<file path="src/rtl/rx_sync_fsm.sv">
// rx_sync_fsm: receive-side phase-alignment sequencer for a GTX lane running
// with the RX elastic buffer bypassed. Sequences the delay-aligner reset, a
// wait period and PMA phase alignment, then holds SYNC_DONE. Loss of reset-done
// or a resync request restarts the sequence; exits from Ready are counted.
module rx_sync_fsm #(
    parameter int unsigned ALIGN_CNT = 20,
    parameter int unsigned WAIT_CNT  = 32,
    parameter int unsigned SYNC_CNT  = 8192
) (
    input  logic       CLK,
    input  logic       RST_B,
    input  logic       RXRESETDONE,
    input  logic       RESYNC,
    output logic       SYNC_DONE,
    output logic       RXDLYALIGNRESET,
    output logic       RXENPMAPHASEALIGN,
    output logic       RXPMASETPHASE,
    output logic [7:0] RESYNC_CNT
);

    typedef enum logic [2:0] {
        ST_IDLE              = 3'd0,
        ST_ALIGN_RESET       = 3'd1,
        ST_WAIT_B4_SET_PHASE = 3'd2,
        ST_PHASE_ALIGN       = 3'd3,
        ST_READY             = 3'd4
    } state_e;

    localparam logic [4:0]  ALIGN_LIM = 5'(ALIGN_CNT);
    localparam logic [5:0]  WAIT_LIM  = 6'(WAIT_CNT);
    localparam logic [15:0] SYNC_LIM  = 16'(SYNC_CNT);

    state_e      state_q, state_d;
    logic        rd_s1_q, rd_s1_d;
    logic        rd_s2_q, rd_s2_d;
    logic [4:0]  acnt_q, acnt_d;
    logic [5:0]  wcnt_q, wcnt_d;
    logic [15:0] scnt_q, scnt_d;
    logic        sync_done_q, sync_done_d;
    logic        dly_rst_q, dly_rst_d;
    logic        en_pma_q, en_pma_d;
    logic        set_phase_q, set_phase_d;
    logic [7:0]  resync_cnt_q, resync_cnt_d;

    // Two-flop synchronizer for the asynchronous reset-done input
    always_comb begin
        rd_s1_d = RXRESETDONE;
        rd_s2_d = rd_s1_q;
    end

    // Next-state logic; loss of synchronized reset-done overrides everything
    always_comb begin
        state_d = ST_IDLE;
        if (state_q != ST_IDLE && !rd_s2_q) begin
            state_d = ST_IDLE;
        end else begin
            case (state_q)
                ST_IDLE:              state_d = rd_s2_q ? ST_ALIGN_RESET : ST_IDLE;
                ST_ALIGN_RESET:       state_d = (acnt_q == ALIGN_LIM) ? ST_WAIT_B4_SET_PHASE
                                                                      : ST_ALIGN_RESET;
                ST_WAIT_B4_SET_PHASE: state_d = (wcnt_q == WAIT_LIM) ? ST_PHASE_ALIGN
                                                                     : ST_WAIT_B4_SET_PHASE;
                ST_PHASE_ALIGN:       state_d = (scnt_q == SYNC_LIM) ? ST_READY
                                                                     : ST_PHASE_ALIGN;
                ST_READY:             state_d = RESYNC ? ST_IDLE : ST_READY;
                default:              state_d = ST_IDLE;
            endcase
        end
    end

    // Per-state counters run while the next state is their own, else clear
    always_comb begin
        acnt_d = (state_d == ST_ALIGN_RESET)       ? acnt_q + 5'd1  : '0;
        wcnt_d = (state_d == ST_WAIT_B4_SET_PHASE) ? wcnt_q + 6'd1  : '0;
        scnt_d = (state_d == ST_PHASE_ALIGN)       ? scnt_q + 16'd1 : '0;
    end

    // Outputs decoded from the next state so they register alongside it
    always_comb begin
        sync_done_d = 1'b0;
        dly_rst_d   = 1'b0;
        en_pma_d    = 1'b0;
        set_phase_d = 1'b0;
        case (state_d)
            ST_ALIGN_RESET:       dly_rst_d = 1'b1;
            ST_WAIT_B4_SET_PHASE: en_pma_d  = 1'b1;
            ST_PHASE_ALIGN: begin
                en_pma_d    = 1'b1;
                set_phase_d = 1'b1;
            end
            ST_READY: begin
                en_pma_d    = 1'b1;
                sync_done_d = 1'b1;
            end
            default: ;
        endcase
    end

    // Saturating count of exits from Ready, whatever the cause
    always_comb begin
        resync_cnt_d = resync_cnt_q;
        if (state_q == ST_READY && state_d != ST_READY && resync_cnt_q != 8'hFF) begin
            resync_cnt_d = resync_cnt_q + 8'd1;
        end
    end

    // State, counter, synchronizer and output registers
    always_ff @(posedge CLK or negedge RST_B) begin
        if (!RST_B) begin
            state_q      <= ST_IDLE;
            rd_s1_q      <= 1'b0;
            rd_s2_q      <= 1'b0;
            acnt_q       <= '0;
            wcnt_q       <= '0;
            scnt_q       <= '0;
            sync_done_q  <= 1'b0;
            dly_rst_q    <= 1'b0;
            en_pma_q     <= 1'b0;
            set_phase_q  <= 1'b0;
            resync_cnt_q <= '0;
        end else begin
            state_q      <= state_d;
            rd_s1_q      <= rd_s1_d;
            rd_s2_q      <= rd_s2_d;
            acnt_q       <= acnt_d;
            wcnt_q       <= wcnt_d;
            scnt_q       <= scnt_d;
            sync_done_q  <= sync_done_d;
            dly_rst_q    <= dly_rst_d;
            en_pma_q     <= en_pma_d;
            set_phase_q  <= set_phase_d;
            resync_cnt_q <= resync_cnt_d;
        end
    end

    assign SYNC_DONE         = sync_done_q;
    assign RXDLYALIGNRESET   = dly_rst_q;
    assign RXENPMAPHASEALIGN = en_pma_q;
    assign RXPMASETPHASE     = set_phase_q;
    assign RESYNC_CNT        = resync_cnt_q;

endmodule

</file>
<file path="config.mk">
export PLATFORM = sky130hd
export DESIGN_NAME = rx_sync_fsm
export DESIGN_NICKNAME = d
export VERILOG_FILES = /design/src/rtl/rx_sync_fsm.sv
export SDC_FILE = /design/constraint.sdc
export NUM_CORES = 1
export LEC_CHECK = 0
export BUFFER_PORTS_ARGS = -buffer_cell sky130_fd_sc_hd__buf_2
export CAP_MARGIN = 25
export CORE_MARGIN = 2
export CORE_UTILIZATION = 37
export CTS_CLUSTER_DIAMETER = 80
export DETAILED_ROUTE_END_ITERATION = 7
export PLACE_DENSITY = 0.5
export SYNTH_ARGS = -nofsm -noshare
export SYNTH_HDL_FRONTEND = slang
export SYNTH_SLANG_ARGS = --single-unit
</file>
<file path="constraint.sdc">
create_clock -name CLK -period 5.2 [get_ports CLK]
set_clock_uncertainty 0.15 [all_clocks]
set_input_delay 1.04 -clock CLK [delete_from_list [all_inputs] [get_ports CLK]]
set_output_delay 1.04 -clock CLK [all_outputs]
set_load 0.02 [all_outputs]
</file>
==> impl_metrics.yaml, run 1 <==
power:
  combPwrFrac_pct: 4.1
  p_sw_uw: 130
  vdd_drop_max_mv: 0.119
  pwr-share-seq_pct: 61.1
  p_leak_nw: 1.07
  switching_share_pct: 22.6
  total_power_uw: 577
  internal_power_uw: 447
  clkPwrFrac_pct: 34.8
  p_per_area_nw_per_um2: 242
logic_synthesis:
  synthXorXnorAreaFrac_pct: 11.3
  synthMuxAreaShare_pct: 0.520
  ys_ff_latch: 44
  syn_area_um2: 2170
  synth_top_family_by_area: "simple AND/OR/NAND/NOR gates"
  synthCells: 202
  synth_top_area_cell: "dfrtp_1"
  synth_simple_gate_area_share_pct: 25.0
  yosysSeqAreaShare_pct: 50.8
  synth_compound_area_share_pct: 4.45
  syn_avg_cell_area_um2: 10.7
  async_flop_share_pct: 100
  synth_top_area_share_pct: 50.8
  synth-edff-count: 0
  synth_nets: 213
  ys.flop_type: "dfrtp_1"
  synth_cell_types: 35
  ys_warn_count: 0
  yosys-top-cells-area: "dfrtp_1 (51%), xor2_1 (6.1%), nor2_1 (5.4%), xnor2_1 (5.3%), ha_1 (4.0%)"
  yosys.area_share.adder_pct: 4.04
route:
  avgViaCountPerCell: 4.97
  final_antenna_net_count: 0
  firstDrtPassIters: 4
  wl_um: 3820
  wl_per_cell_um: 13.0
  vias: 1456
  drc: 0
  dr.first_iter.drc_count: 69
timing:
  final-hold-violation-count: 0
  slew-limit-headroom_pct: 55.4
  period_needed_ns: 2.10
  setup_tns_ns: 0
  worst_pin_slew_ns: 0.659
  fin_crit_sh_pct: 40.5
  finalSetupViolCount: 0
  rsz0062_at_grt: "false"
  fmax_mhz: 475
  setup_slack_ns: 3.10
  fin_hold_ws_ns: 0.235
  finalMaxSlewViolations: 0
finish:
  antenna_cells: 0
  area_growth_pct: 10.3
  layout.cells.non_filler: 293
  drive_above_1_share_pct: 13.1
  final_nets: 232
floorplan:
  die_area_um2: 6480
  die_w_um: 80.5
  core_um2: 5570
  die_h_um: 80.5
  design.portCount: 16
  start_util_pct: 38.9
  num_rows: 27
clock_tree:
  cts_max_path_buffers: 2
  worstSkewPairLatency_ns: 0.29
  post_cts_buffers: 0
  clock-sinks: 44
  clk_pin_slew_worst_paths_ns: 0.08
  cts.repair.resized: 0
  root_buffer: "clkbuf_8"
  htree_levels: 2
  cts_hold_buffers: 0
  tritoncts: "built"
  numCtsBuffers: 5
min_path:
  min_to: "rd_s2_q"
  hold_depth: 0
  hold_start: "rd_s1_q"
  hp-class: "reg2reg"
place:
  port_buffers: 15
  place_inst: 285
  place.detailed.hpwl_um: 2620
  place_congestion: 0.769
  pre_cts_ws_ns: 2.96
worst_setup_path:
  start_kind: "flop"
  critPathKind: "reg2out"
  crit_family: "flip-flops"
  reg2reg_depth: 6
  cp_slowest_cell: "dfrtp_1"
  r2r_slack_ns: 3.21
  reg2reg_from: "scnt_q[0]"
  cp.required_ns: 4.01
  critPathCaptureType: "output pin"
  path_max_fanout: 5
  path_cells: "buf_2"
  r2r_end: "scnt_q[5]"
  critPathArrivalTime_ns: 0.91
  path_buf_inv: 1
  critPathMaxStageDelay_ns: 0.43
global_routing:
  grt_pass1_wl_um: 6980
  overflow: 0
  antenna_found_initial: 0
  grt_use_total_pct: 13.9
  grt_pass1_vias: 1508
  grt_start_max_net_pins: 45
run_status:
  status: "complete, no violations"
run:
  drv_cap: 0
power by group through the flow:
stage,sequential [mW],combinational [mW],clock (mW)
after global placement,0.360,0.0225,0
after global routing,0.354,0.0281,0.226
final,0.353,0.0236,0.201
after floorplan,0.356,0.0162,0
after detailed placement,0.360,0.0228,0
after CTS,0.353,0.0230,0.213
cells in the mapped netlist (2+ instances only):
cell	count
dfrtp_1	44
o21ai_0	4
nand3_1	13
nor3_1	6
nand4_1	6
buf_6	3
nand2_1	7
inv_1	12
ha_1	7
xnor2_1	13
xor2_1	15
a22o_1	2
and4_1	2
a31oi_1	2
nor4_1	10
nand2b_1	3
and4b_1	2
nor2_1	31
nor4b_1	2
nor2b_1	3
cell usage in the layout, fill, tap and decap left out, types with 3 or more instances in the layout:
cell	count
xnor2_1	13
clkbuf_8	5
nand4_1	6
nor3_1	6
ha_1	7
dfrtp_1	44
buf_2	15
nor2b_1	3
nand2_1	7
nand3_1	13
xor2_1	15
inv_1	12
nor2_1	31
o21ai_0	4
nand2b_1	3
nor4_1	10
state kept, by name, indices dropped and copies added, names as in the netlist, 3 cells and up:
name	count
RESYNC_CNT	8
acnt_q	5
scnt_q	16
state_q	3
wcnt_q	6
worst max path at each step:
stage                       start  slack, ns             to  cells past startpoint
global placement           RESYNC       2.95  RESYNC_CNT[1]                      5
global route            scnt_q[0]       3.00      scnt_q[5]                      6
detailed placement         RESYNC       2.96  RESYNC_CNT[1]                      5
finish              RESYNC_CNT[5]       3.10  RESYNC_CNT[5]                      1
CTS                 RESYNC_CNT[2]       3.08  RESYNC_CNT[2]                      1
floorplan                  RESYNC       3.14  RESYNC_CNT[1]                      4
through the flow:
stage	area, µm²	utilization (%)
2_1_floorplan	2170	-
4_1_cts	2370	42.5
5_1_grt	2390	42.9
3_3_place_gp	2290	41.1
3_5_place_dp	2290	41.1
6_report	2390	42.9
cells by family after synthesis:
family                   count (synthesis)
multiplexers                             1
buffers and inverters                   16
AND/OR/NAND/NOR                         94
AO/OA/AOI/OAI                           12
flip-flops                              44
XOR/XNOR                                28
adder cells (fa/ha/maj)                  7
routing by layer:
layer	track usage, %	vias to the layer above	routed length [µm]	share of wire [%]
met5	0	-	0	0
met4	5.59	0	68	1.8
met3	3.48	7	103	2.7
met2	22.3	13	1810	47
met1	18.0	710	1840	48
li1	-	726	-	-
cell type report:
class	count	area, µm²
tap	72	90.1
clock buffer	6	72.6
multi-input combinational	142	981
clock inverter	1	5.00
sequential	44	1100
timing repair buffer	16	95.1
inverter	12	45.0
fill	567	3180
Note: power is estimated with default switching activity, not from simulation.
==> inputs of run 2 (changes only) <==
Clock period 5.2 ns to 2 ns, I/O delays scaled along.
==> run 2 against run 1 <==
  * First-iteration DRC count fell by 8.7%
  * Count of clock-buffer cells in the layout did not move
  * Routed wire length rose by 2.7%
  * Die area did not move
  * Sequential share of layout area fell by 0.99 points
  * Core utilization rose by 0.94 points
  * Non-clock buffer count rose by 5
  * Flip-flop and latch count did not move
  * Largest cell class unchanged
  * Highest routed layer unchanged
==> impl_metrics.yaml, run 2 (same netlist as run 1, synthesis figures left out) <==
run_status:
  status: "complete, no violations"
finish:
  final_cell_mix: "dfrtp_1 (44), nor2_1 (31), xor2_1 (15), buf_2 (15)"
  regMostFlops: "scnt_q"
  final_nets: 237
  largest_reg_flops: 16
  final_common_cell: "dfrtp_1"
  drive_above_1_share_pct: 14.6
  area_growth_pct: 12.8
  antenna_cells: 0
  fin_area_um2: 2440
worst_setup_path:
  startpoint: "RESYNC_CNT[0]"
  critPathKind: "reg2reg"
  critPathCaptureType: "flop"
  start_kind: "flop"
  critPathArrivalTime_ns: 1.84
  reg2reg_from: "RESYNC_CNT[0]"
  path_buf_inv: 0
  endpoint: "RESYNC_CNT[1]"
  crit_family: "simple AND/OR/NAND/NOR gates"
  r2r_end: "RESYNC_CNT[1]"
  cp.depth: 5
  reg2reg_depth: 5
  path_max_fanout: 5
  critPathMaxStageDelay_ns: 0.43
  cp_slowest_cell: "dfrtp_1"
  r2r_slack_ns: 0.19
  cp.required_ns: 2.03
  path_cells: "ha_1 -> nand3_1 -> and2b_1 -> nor2_1 -> mux2_2"
place:
  port_buffers: 15
  pre_cts_ws_ns: 0.200
  place_congestion: 0.735
  dpl_cell_area_um2: 2350
  place.detailed.hpwl_um: 2750
clock_tree:
  clock-sinks: 44
  root_buffer: "clkbuf_8"
  worstSkewPairLatency_ns: 0.29
  htree_levels: 2
  clk_pin_slew_worst_paths_ns: 0.07
  cts_max_path_buffers: 2
  cts.repair.resized: 0
  tritoncts: "built"
  numCtsBuffers: 5
route:
  firstDrtPassIters: 4
  vias: 1475
  avgViaCountPerCell: 4.95
  dr.first_iter.drc_count: 63
  wl_per_cell_um: 13.2
  drc: 0
  final_antenna_net_count: 0
  wl_um: 3930
timing:
  setup_slack_ns: 0.190
  fin_crit_sh_pct: 90.5
  slew-limit-headroom_pct: 55.2
  fmax_mhz: 552
  worst_pin_slew_ns: 0.663
  period_needed_ns: 1.81
  finalSetupViolCount: 0
  rsz0062_at_grt: "false"
  finalMaxSlewViolations: 0
  setup_tns_ns: 0
  final-hold-violation-count: 0
floorplan:
  die_w_um: 80.5
  num_rows: 27
  die_h_um: 80.5
  design.portCount: 16
  die_area_um2: 6480
  start_util_pct: 38.9
  core_um2: 5570
global_routing:
  grt_pass1_wl_um: 7040
  grt_pass1_vias: 1452
  grt_start_max_net_pins: 27
  overflow: 0
  antenna_found_initial: 0
  grt_use_total_pct: 14.1
power:
  vdd_drop_max_mv: 0.320
  p_per_area_nw_per_um2: 616
  p_leak_nw: 1.10
run:
  drv_cap: 0
min_path:
  hp-class: "in2reg"
run 2: cell types whose count changed in the layout (fill, tap and decap cells not counted):
cell           before  now
dlygate4sd3_1       0    1
buf_12              1    2
buf_4               0    3
run 2: what timing repair did:
action,CTS,global route
hold buffers,1,0
endpoints found under the hold margin,18,0
setup buffers,0,1
setup endpoints to repair,0,5
run 2: final cells by class:
type | count | area (µm²)
sequential | 44 | 1100
timing repair buffer | 21 | 148
clock inverter | 1 | 5.00
multi-input combinational | 142 | 981
fill | 552 | 3130
tap | 72 | 90.1
inverter | 12 | 45.0
clock buffer | 6 | 72.6
run 2: worst reg2reg max path, delay by kind of cell (launching register included):
kind,cells,cell delay (ns)
fa+ha+maj,1,0.23
flops,1,0.43
mux,1,0.35
simple gates,3,0.55
run 2: how the worst min path moves through the flow:
| stage | from | end | slack, ns | cells past startpoint |
|---|---|---|---|---|
| 6_report | RXRESETDONE | rd_s1_q | 0.06 | 1 |
| 5_1_grt | RXRESETDONE | rd_s1_q | 0.05 | 1 |
| 4_1_cts | RXRESETDONE | rd_s1_q | 0.04 | 1 |
| 3_5_place_dp | rd_s1_q | rd_s2_q | 0.21 | 0 |
| 3_3_place_gp | rd_s1_q | rd_s2_q | 0.21 | 0 |
| 2_1_floorplan | RST_B | RESYNC_CNT[0] | -0.05 | 0 |
run 2: power by group:
| part | internal, mW | switching, mW |
|---|---|---|
| Combinational | 0.0260 | 0.0363 |
| Sequential | 0.900 | 0.0178 |
| Clock | 0.238 | 0.288 |
| Total | 1.16 | 0.342 |
run 2: metal layers:
layer,GRT usage [%],wire length (µm)
met1,20.2,2000
met2,20.4,1770
met3,3.37,98
met4,5.59,58
met5,0,0
run 2: through the flow:
stage,instances,hold slack [ns],power [mW],util [%]
after global placement,289,0.210,0.999,42.1
after floorplan,202,-0.0456,0.968,-
final,298,0.0590,1.51,43.8
after CTS,297,0.0449,1.54,43.7
after global routing,298,0.0492,1.59,43.8
after detailed placement,289,0.214,0.999,42.1
==> inputs of run 3 (changes only) <==
Settings changed: CORE_ASPECT_RATIO set to 0.6.
==> run 3 against run 2 <==
  * Die area grew 0.31%
  * Final area grew 2.3%
  * Global-route usage grew 0.40 points
  * Critical path depth is the same
  * Critical path type unchanged
==> impl_metrics.yaml, run 3 (same netlist as run 1, synthesis figures left out) <==
run_status:
  status: "complete, no violations"
worst_setup_path:
  reg2reg_from: "RESYNC_CNT[0]"
  r2r_end: "RESYNC_CNT[1]"
  cp.depth: 5
  cp_slowest_cell: "dfrtp_1"
  path_max_fanout: 5
  critPathArrivalTime_ns: 1.84
  critPathMaxStageDelay_ns: 0.43
  critPathCaptureType: "flop"
  start_kind: "flop"
  r2r_slack_ns: 0.19
  crit_family: "simple AND/OR/NAND/NOR gates"
  path_buf_inv: 0
  reg2reg_depth: 5
  cp.required_ns: 2.03
  critPathKind: "reg2reg"
  path_cells: "ha_1 -> nand3_1 -> and2b_1 -> nor2_1 -> mux2_2"
finish:
  final_cell_mix: "dfrtp_1 (44), nor2_1 (31), xor2_1 (15), buf_2 (15)"
  drive_above_1_share_pct: 16.9
  antenna_cells: 0
  regMostFlops: "scnt_q"
  final_nets: 241
  largest_reg_flops: 16
  fin_area_um2: 2500
  final_common_cell: "dfrtp_1"
  area_growth_pct: 15.3
clock_tree:
  clock-sinks: 44
  post_cts_buffers: 0
  htree_levels: 2
  cts_max_path_buffers: 2
  cts.repair.resized: 0
  tritoncts: "built"
  worstSkewPairLatency_ns: 0.29
  clk_pin_slew_worst_paths_ns: 0.08
  cts_hold_buffers: 1
  numCtsBuffers: 5
  root_buffer: "clkbuf_8"
timing:
  slew-limit-headroom_pct: 68.7
  rsz0062_at_grt: "false"
  final-hold-violation-count: 0
  period_needed_ns: 1.81
  finalMaxSlewViolations: 0
  fmax_mhz: 554
  finalSetupViolCount: 0
  setup_tns_ns: 0
  fin_crit_sh_pct: 90.3
  worst_pin_slew_ns: 0.468
  setup_slack_ns: 0.195
power:
  p_leak_nw: 1.13
  p_sw_uw: 347
  switching_share_pct: 22.4
  clkPwrFrac_pct: 36.7
  p_per_area_nw_per_um2: 620
  combPwrFrac_pct: 4.1
  internal_power_mw: 1.20
  vdd_drop_max_mv: 0.287
  pwr-share-seq_pct: 59.2
global_routing:
  grt_pass1_vias: 1458
  grt_start_max_net_pins: 28
  grt_use_total_pct: 14.5
  overflow: 0
  grt_pass1_wl_um: 7340
  antenna_found_initial: 0
min_path:
  hold_depth: 1
  min_to: "rd_s1_q"
  hp-class: "in2reg"
  hold_start: "RXRESETDONE"
place:
  place.detailed.hpwl_um: 2900
  port_buffers: 15
  pre_cts_ws_ns: 0.197
  place_congestion: 0.824
  dpl_cell_area_um2: 2390
floorplan:
  die_area_um2: 6500
  num_rows: 21
  design.portCount: 16
  start_util_pct: 38.5
  die_h_um: 63.3
  core_um2: 5620
  die_w_um: 103
route:
  firstDrtPassIters: 4
  final_antenna_net_count: 0
  dr.first_iter.drc_count: 84
  wl_per_cell_um: 13.0
  wl_um: 4040
  drc: 0
  avgViaCountPerCell: 4.80
  vias: 1494
run:
  drv_cap: 0
## run 3: changes by cell type in the layout (fill, tap and decap cells not counted), sizes merged
| cell | delta |
|---|---|
| buf | +4 |
| clkinv | +1 |
## run 3: how the worst max path moves through the flow
| stage | start | endpoint |
|---|---|---|
| 4_1_cts | RESYNC_CNT[0] | RESYNC_CNT[1] |
| 3_3_place_gp | RESYNC_CNT[0] | RESYNC_CNT[1] |
| 2_1_floorplan | RESYNC_CNT[0] | RESYNC_CNT[1] |
| 3_5_place_dp | RESYNC_CNT[0] | RESYNC_CNT[1] |
| 5_1_grt | scnt_q[1] | scnt_q[12] |
| 6_report | RESYNC_CNT[0] | RESYNC_CNT[1] |
## run 3: worst reg2reg max path, cell delays in order, from the launching register on
cell and delay [ns]:
dfrtp_1 0.43, ha_1 0.23, nand3_1 0.12, and2b_1 0.25, nor2_1 0.17, mux2_2 0.35
## run 3: final cells by class
cell class                 instances  area (µm²)
fill                             558        3130
sequential                        44        1100
multi-input combinational        142         981
timing repair buffer              25         178
tap                               80         100
clock buffer                       6        82.6
inverter                          12        45.0
clock inverter                     2        10.0
## run 3: per-layer routing
metal / up-vias / routed length [µm] / part of all wire [%] / track usage (%)
li1: 753 / - / - / -
met1: 706 / 2370 / 59 / 24.5
met2: 31 / 1440 / 36 / 17.6
met3: 4 / 190 / 4.7 / 3.77
met4: 0 / 34 / 0.84 / 3.45
met5: - / 0 / 0 / 0
## run 3: power groups by stage
stage          Combinational (mW)  Clock (mW)  Sequential, mW
3_3_place_gp               0.0651           0           0.934
5_1_grt                    0.0733       0.643           0.920
3_5_place_dp               0.0646           0           0.935
4_1_cts                    0.0662       0.604           0.917
2_1_floorplan              0.0421           0           0.926
6_report                   0.0634       0.568           0.917
## run 3: stage by stage
step | hold slack (ns) | std cells | util, % | total power, mW
2_1_floorplan | -0.0456 | 202 | - | 0.968
3_5_place_dp | 0.187 | 302 | 42.6 | 0.999
3_3_place_gp | 0.183 | 302 | 42.6 | 0.999
5_1_grt | 0.0431 | 311 | 44.4 | 1.64
6_report | 0.0622 | 311 | 44.4 | 1.55
4_1_cts | 0.0472 | 311 | 44.4 | 1.59
